## src/rtl/layer_store_buffer.sv

```systemverilog
// Result buffer between the MAC array and the next-layer mux / argmax stage.
// Each load pulse captures one group of LANES MAC results into the next free
// group slot. Results are read back through a registered port that checks the
// index range and whether the group has been written.
module layer_store_buffer #(
    parameter int DATA_W = 8,
    parameter int LANES  = 10,
    parameter int GROUPS = 2,
    parameter int ADDR_W = 5,
    parameter int CNT_W  = 2
) (
    input  logic                      clk,
    input  logic                      rst,
    input  logic                      clr,
    input  logic                      ld_val,
    input  logic [LANES*DATA_W-1:0]   mac_in,
    input  logic                      rd_en,
    input  logic [ADDR_W-1:0]         rd_addr,
    output logic [DATA_W-1:0]         rd_data,
    output logic                      rd_valid,
    output logic                      rd_err,
    output logic [CNT_W-1:0]          wr_grp,
    output logic [CNT_W-1:0]          grp_count,
    output logic                      full,
    output logic                      overflow
);

    localparam int DEPTH = LANES * GROUPS;
    // Wide enough that the range compare and the group divide never truncate.
    localparam int IW = ADDR_W + CNT_W;
    localparam logic [CNT_W-1:0] LAST_GRP = CNT_W'(GROUPS - 1);

    logic [DATA_W-1:0] store [DEPTH];
    logic [GROUPS-1:0] grp_valid;

    logic              load_ok;
    logic [IW-1:0]     rd_addr_ext;
    logic [IW-1:0]     rd_grp_ext;
    logic              rd_in_range;
    logic              rd_grp_hit;
    logic              rd_hit;
    logic [DATA_W-1:0] rd_word;

    // A load only lands when nothing of higher priority is happening and a slot is free.
    assign load_ok = ld_val & ~full & ~clr & ~rst;

    // Decode the flat read index into range, owning group and the stored word.
    always_comb begin
        rd_addr_ext = IW'(rd_addr);
        rd_in_range = (rd_addr_ext < IW'(DEPTH));
        rd_grp_ext  = rd_addr_ext / IW'(LANES);
        rd_grp_hit  = 1'b0;
        for (int g = 0; g < GROUPS; g++) begin
            if (rd_grp_ext == IW'(g)) begin
                rd_grp_hit = grp_valid[g];
            end
        end
        rd_word = '0;
        for (int a = 0; a < DEPTH; a++) begin
            if (rd_addr_ext == IW'(a)) begin
                rd_word = store[a];
            end
        end
        rd_hit = rd_in_range & rd_grp_hit;
    end

    // Storage is deliberately not reset; the valid bits decide what is readable.
    always_ff @(posedge clk) begin
        if (load_ok) begin
            for (int g = 0; g < GROUPS; g++) begin
                if (wr_grp == CNT_W'(g)) begin
                    for (int i = 0; i < LANES; i++) begin
                        store[g*LANES + i] <= mac_in[i*DATA_W +: DATA_W];
                    end
                end
            end
        end
    end

    // Write pointer, group bookkeeping and the full/overflow flags.
    always_ff @(posedge clk) begin
        if (rst || clr) begin
            wr_grp    <= '0;
            grp_count <= '0;
            grp_valid <= '0;
            full      <= 1'b0;
            overflow  <= 1'b0;
        end else if (ld_val) begin
            if (!full) begin
                for (int g = 0; g < GROUPS; g++) begin
                    if (wr_grp == CNT_W'(g)) begin
                        grp_valid[g] <= 1'b1;
                    end
                end
                grp_count <= grp_count + CNT_W'(1);
                if (wr_grp == LAST_GRP) begin
                    wr_grp <= '0;
                    full   <= 1'b1;
                end else begin
                    wr_grp <= wr_grp + CNT_W'(1);
                end
            end else begin
                overflow <= 1'b1;
            end
        end
    end

    // Registered read port; uses pre-update valid bits so it is independent of same-cycle loads/clears.
    always_ff @(posedge clk) begin
        if (rst) begin
            rd_data  <= '0;
            rd_valid <= 1'b0;
            rd_err   <= 1'b0;
        end else begin
            rd_valid <= rd_en;
            if (rd_en) begin
                rd_data <= rd_hit ? rd_word : '0;
                rd_err  <= ~rd_hit;
            end else begin
                rd_err  <= 1'b0;
            end
        end
    end

endmodule

```

## config.mk

```make
export PLATFORM = sky130hd
export DESIGN_NAME = layer_store_buffer
export DESIGN_NICKNAME = d
export VERILOG_FILES = /design/src/rtl/layer_store_buffer.sv
export SDC_FILE = /design/constraint.sdc
export NUM_CORES = 1
export LEC_CHECK = 0
export ABC_AREA = 0
export BUFFER_PORTS_ARGS = -buffer_cell sky130_fd_sc_hd__buf_4
export CORE_UTILIZATION = 45
export DETAILED_ROUTE_END_ITERATION = 8
export PLACE_DENSITY = 0.65
export RECOVER_POWER = 100
export SYNTH_ARGS = -nofsm -noshare
export SYNTH_HDL_FRONTEND = slang
export SYNTH_SLANG_ARGS = --single-unit
```

## constraint.sdc

```tcl
create_clock -name clk -period 29.6 [get_ports clk]
set_input_delay 2.96 -clock clk [delete_from_list [all_inputs] [get_ports clk]]
set_output_delay 2.96 -clock clk [all_outputs]
set_load 0.02 [all_outputs]
```

# --- Word-level counts from Yosys, hierarchy flattened ---
# Memory sizes are Yosys's and may differ from the RTL's.
# Index checks and enable logic that the tools add are counted.
# W data, S select, Z words.
op_classes:
  n_addsub: 2
  div: 1
  n_lt_le_gt_ge: 1
  n_eq_ne: 21
  n_mux: 61
  bitwise_logic: 9
  reduce_logical: 19
ops:
  columns: ["op", "count"]
  rows:
  - ["$mux W8", 31]
  - ["$reduce_or A8 Y1", 10]
  - ["$mux W5", 10]
  - ["$eq A5 B4 Y1 const B", 8]
  - ["$eq A5 B3 Y1 const B", 4]
  - ["$eq A5 B5 Y1 const B", 4]
  - ["$mux W1", 19]
  - ["$eq A5 B2 Y1 const B", 2]
  - ["$div A5 B4 Y7 const B", 1]
  - ["$eq A7 B1 Y1 const B", 1]
  - ["$logic_not A7 Y1", 1]
  - ["$reduce_and A3 Y1", 2]
  - ["$eq A5 B1 Y1 const B", 1]
  - ["$logic_not A5 Y1", 1]
  - ["$lt A5 B5 Y1 const B", 1]
  - ["$not A1 Y1", 5]
  - ["$add A2 B1 Y2 const B", 2]
  - ["$and A1 B1 Y1", 4]
  - ["$reduce_and A2 Y1", 2]
  - ["$eq A2 B1 Y1 const B", 1]
  - ["$logic_not A2 Y1", 1]
  - ["$mux W2", 1]
  - ["$reduce_or A2 Y1", 1]
  - ["$logic_or A1 B1 Y1", 1]
totals:
  regBits: 18
  ramBits: 160
  n_memories: 1
mem_list:
  columns: ["memory", "depth", "width", "rd", "rd_ports_with_merged_regs", "wr", "line", "text"]
  rows:
  - ["store", 20, 8, 20, 0, 10, "33", "logic [DATA_W-1:0] store [DEPTH];"]

# --- Depth between registers and ports, before layout ---
depth:
  ltp_word: 22
  ltp_mapped: 10

# --- Least setup slack after synthesis ---
# Ideal clock, no wire load.
synth_path:
  kind: "input -> register"
  start: "in clr"
  end: "mem store[0][0], enable pin"
  setup_time_ps: 748
  t_arrival_ps: 11702
  required_ps: 28852
  setup_slack_ps: 17150
  cell_stages: 3
  cell_sequence: "or2_2 > clkbuf_1 > nor4b_1"
synth_rtl:
  columns: ["element", "line", "text"]
  rows:
  - ["start: declaration", "14", "input logic clr,"]
  - ["end: declaration", "33", null]

# --- Worst setup path after layout ---
layout_path:
  start: "in rd_addr[0]"
  end: "reg rd_data[2]"
layout_via:
  elab_chain_len: 22
layout_lines:
  columns: ["element", "line", "text"]
  rows:
  - ["start: declaration", "18", "input logic [ADDR_W-1:0] rd_addr,"]
  - ["branches (longest 21 deep; another with $div A5 B4 Y7)", null, null]
  - ["$mux W8 *", "117", "rd_data <= rd_hit ? rd_word : '0;"]
  - ["end signal: assignment", "117", null]
  - ["end: declaration", "19", "output logic [DATA_W-1:0] rd_data,"]
# Every way passes the cells marked *.
# A chain may end at the register's enable or synchronous reset.

==> impl_results.md <==
- NumNets Final: ~740
- Setup TNS: 0 ns
- Die height: 132 um
- Post-Syn Area: roughly 7600 um2
- Flop and latch count out of synthesis: 178
- Fin crit share: between 20% and 30%
- Yosys Warn Count: 0
- Largest net degree at the start of global routing: just over 80
- CTS tree: done
- Post-CTS setup buffers: 0
- Syn Area/Cell: 13.8 um2
- Clk root buf: clkbuf_16
- Post-CTS Hold Buffers: 0
- Class of the worst hold path: reg2reg
- Synth area leader: edfxtp_1
- Max incr delay on CP: around 2.3 ns
- Detailed Route Iter0 Violations: ~700
- Synthesized instance count: between 500 and 600
- CP endpoint kind: register
- Layout cell share with drive strength beyond 1: 14.6%
- Synth Flop Type: edfxtp_1
- Max_slew headroom: -210%
- Io pins: between 100 and 150
- Critical path startpoint: rd_addr[0]
- Hpwl dp: ~13000 um
- Worst r2r dst: store[4][23]
- Comb pwr share: roughly 7.4%
- Clock slew at reported path FFs: about 0.06 ns
- Maximum clock path buffer count: 2
- Top post-synthesis cells by area: edfxtp_1, dfxtp_1, mux2i_1, a21oi_1, nor2_1
- Switching share of power: around 22%
- Post-route minimum period: slightly below 9 ns
- Number of synthesized flops with an enable pin: between 150 and 200
- RSZ-0062 raised after global routing: no
- WL per Instance: between 20 and 25 um
- Critical path peak fanout: a little over 60
- Std cell rows: 47
- Critical path startpoint category: primary input
- Area Growth Syn to Fin: 16.8%
- Drt first pass iters: 6
- Tot Pwr: 549 uW
- Via count: roughly 5300
- Net Count, Synth: approximately 650
- Reg2reg start: full
- Final ANT Viol Nets: 0
- Gpl congestion: a little over 0.9
- Layout Skew: approximately 0.007 ns
- Least-Margin Pin Slew: roughly 4.7 ns
- CP Data Required Time: 29.90 ns
- Core Footprint: approximately 17000 um2
- H-tree depth: 4
- Clock network power share: 41.4%
- Routed WL: around 20000 um
- Vias in the first global route: approximately 5400
- Slew Viols, Final: 255
- Critical path cell sequence: clkbuf_1 -> clkbuf_1 -> inv_1 -> nor2_1 -> a221oi_1 -> o221ai_1 -> a31oi_1 -> a2111oi_0
- Status: finished with violations
- Leak Pwr: 2.95 nW
- Worst path slowest cell: clkbuf_1
- Peak supply drop: about 0.042 mV
- Vias per cell: between 5 and 6
- CTS Sinks: ~180
- Worst path most repeated cell: clkbuf_1
- Max-cap violations: 4
- Sequential share of power: between 50% and 60%
- Die width: between 100 and 150 um
- Synth top area share: between 60% and 70%
- Failing checks: max-capacitance violations, max-slew violations
- Port bufs: ~110
- Congestion Overflow GR: 0
- Kind of critical path: in2reg
- Final hold vios: 0
- Critical path destination: rd_data[2]
- Flop-to-flop setup slack: approximately 25 ns
- Worst EP arrival: around 9.1 ns
- N_diodes: 0
- Initial antenna violation count: 0
- Pwr Density: approximately 60 nW/um2
- Post-synthesis async set-or-reset flop share: 0%
- Starting density of the core: roughly 46%
- Total CTS buffers: 17
- NetSw: 121 uW
- Peak Freq: between 100 and 150 MHz
- P_int: 428 uW
- Reg2reg path depth: 4
- Cts repair resizes: 0
- First-pass GRT wire length: ~30000 um
- Tot GR Track Use: 23.4%
- Clk Latency, worst-skew pair: between 0.4 and 0.5 ns
- Die ar.: approximately 17000 um2
- DR DRC count: 0
- Sequential fraction of the synthesis area: between 60% and 70%
- Distinct cells, synth: 64
- # setup viols final: 0
## stage by stage
stage,instances,utilization [%],setup WS [ns],instance area (um2),hold WS (ns)
3_5_place_dp,846,51.6,23.76,8560,0.452
6_report,878,53.7,20.76,8910,0.466
5_1_grt,878,53.7,20.30,8910,0.489
4_1_cts,878,55.2,24.22,9150,0.468
3_3_place_gp,846,51.6,23.84,8560,0.439
2_1_floorplan,553,-,17.15,7630,0.427
## cell usage in the layout (no fill, tap or decap), types with 10 or more instances in the layout
cell and count:
clkbuf_4 42, o21ai_0 31, edfxtp_1 160, a21oi_1 32, nand2_1 24, mux2_2 11, clkbuf_16 17, nand2b_1 11
a31oi_1 14, dfxtp_1 18, mux2i_1 25, clkbuf_1 63, nor2_1 42, nor2b_1 10
## power by group through the flow
stage | clock network (mW) | registers, mW | logic (mW)
after floorplan | 0 | 0.287 | 0.0226
after global placement | 0 | 0.286 | 0.0416
after detailed placement | 0 | 0.286 | 0.0425
after CTS | 0.230 | 0.281 | 0.0427
after global routing | 0.239 | 0.282 | 0.0434
final | 0.228 | 0.282 | 0.0404
## worst min-delay path by stage
| stage | start | endpoint | slack (ns) | cells past startpoint |
|---|---|---|---|---|
| finish | grp_valid[1] | grp_valid[1] | 0.47 | 1 |
| CTS | grp_valid[1] | grp_valid[1] | 0.47 | 1 |
| detailed placement | grp_valid[1] | grp_valid[1] | 0.45 | 1 |
| floorplan | grp_valid[1] | grp_valid[1] | 0.43 | 1 |
| global route | grp_valid[1] | grp_valid[1] | 0.49 | 1 |
| global placement | grp_valid[1] | grp_valid[1] | 0.44 | 1 |
## worst max-delay path, delay by kind of cell
| kind | cells | cell delay, ns |
|---|---|---|
| and+or+nand+nor | 1 | 0.51 |
| buffers and inverters | 3 | 4.76 |
| AOI/OAI and AO/OA | 4 | 0.85 |
## final cells by class
| cell class | count | area (um2) |
|---|---|---|
| Tap cell | 220 | 275 |
| Clock buffer | 20 | 437 |
| Sequential cell | 178 | 5160 |
| Multi-Input combinational cell | 330 | 2250 |
| Timing Repair Buffer | 109 | 593 |
| Fill cell | 1446 | 7680 |
| Clock inverter | 12 | 156 |
| Inverter | 9 | 33.8 |
## cell usage after synthesis (3+ instances only)
| library cell | count |
|---|---|
| nand3b_1 | 4 |
| a221oi_1 | 4 |
| dfxtp_1 | 18 |
| nand2_1 | 24 |
| buf_2 | 14 |
| o21ai_0 | 31 |
| o221ai_1 | 9 |
| buf_4 | 3 |
| mux2_2 | 11 |
| a211oi_1 | 9 |
| nor2b_1 | 10 |
| a31oi_1 | 14 |
| o21a_1 | 4 |
| clkbuf_1 | 16 |
| a21oi_1 | 32 |
| nand4_1 | 4 |
| o22ai_1 | 5 |
| nand2b_1 | 11 |
| ha_1 | 6 |
| o31ai_1 | 3 |
| a2bb2oi_1 | 3 |
| nor3_1 | 7 |
| a2111oi_0 | 3 |
| nor2_1 | 42 |
| inv_1 | 9 |
| mux4_2 | 3 |
| o32a_1 | 4 |
| mux2i_1 | 25 |
| a21o_1 | 7 |
| nand3_1 | 7 |
| a22oi_1 | 7 |
| edfxtp_1 | 160 |
## cell families (layout without fill, tap and decap cells)
| family | count (synthesis) | after routing | synth area share (%) |
|---|---|---|---|
| buf+inv | 45 | 150 | 2.69 |
| fa+ha+maj | 6 | 6 | 0.984 |
| xor+xnor | 3 | 3 | 0.345 |
| flops | 178 | 178 | 67.7 |
| compound gates | 160 | 160 | 14.3 |
| mux | 39 | 39 | 5.79 |
| simple gates | 122 | 122 | 8.15 |
## registers in the layout, indices dropped and copies added, names as in the netlist
| name | flops |
|---|---|
| full | 1 |
| grp_count | 2 |
| grp_valid | 2 |
| overflow | 1 |
| rd_data | 8 |
| rd_err | 1 |
| rd_valid | 1 |
| store | 160 |
| wr_grp | 2 |
## layer usage
metal / vias to the layer above / global-route usage, % / share of wire, %
met5: - / 0 / 0
met4: 0 / 11.6 / 3.3
met3: 53 / 5.96 / 8.3
met2: 303 / 35.2 / 45
met1: 2560 / 31.6 / 44
li1: 2349 / - / -
(Power assumes the default switching activity.)
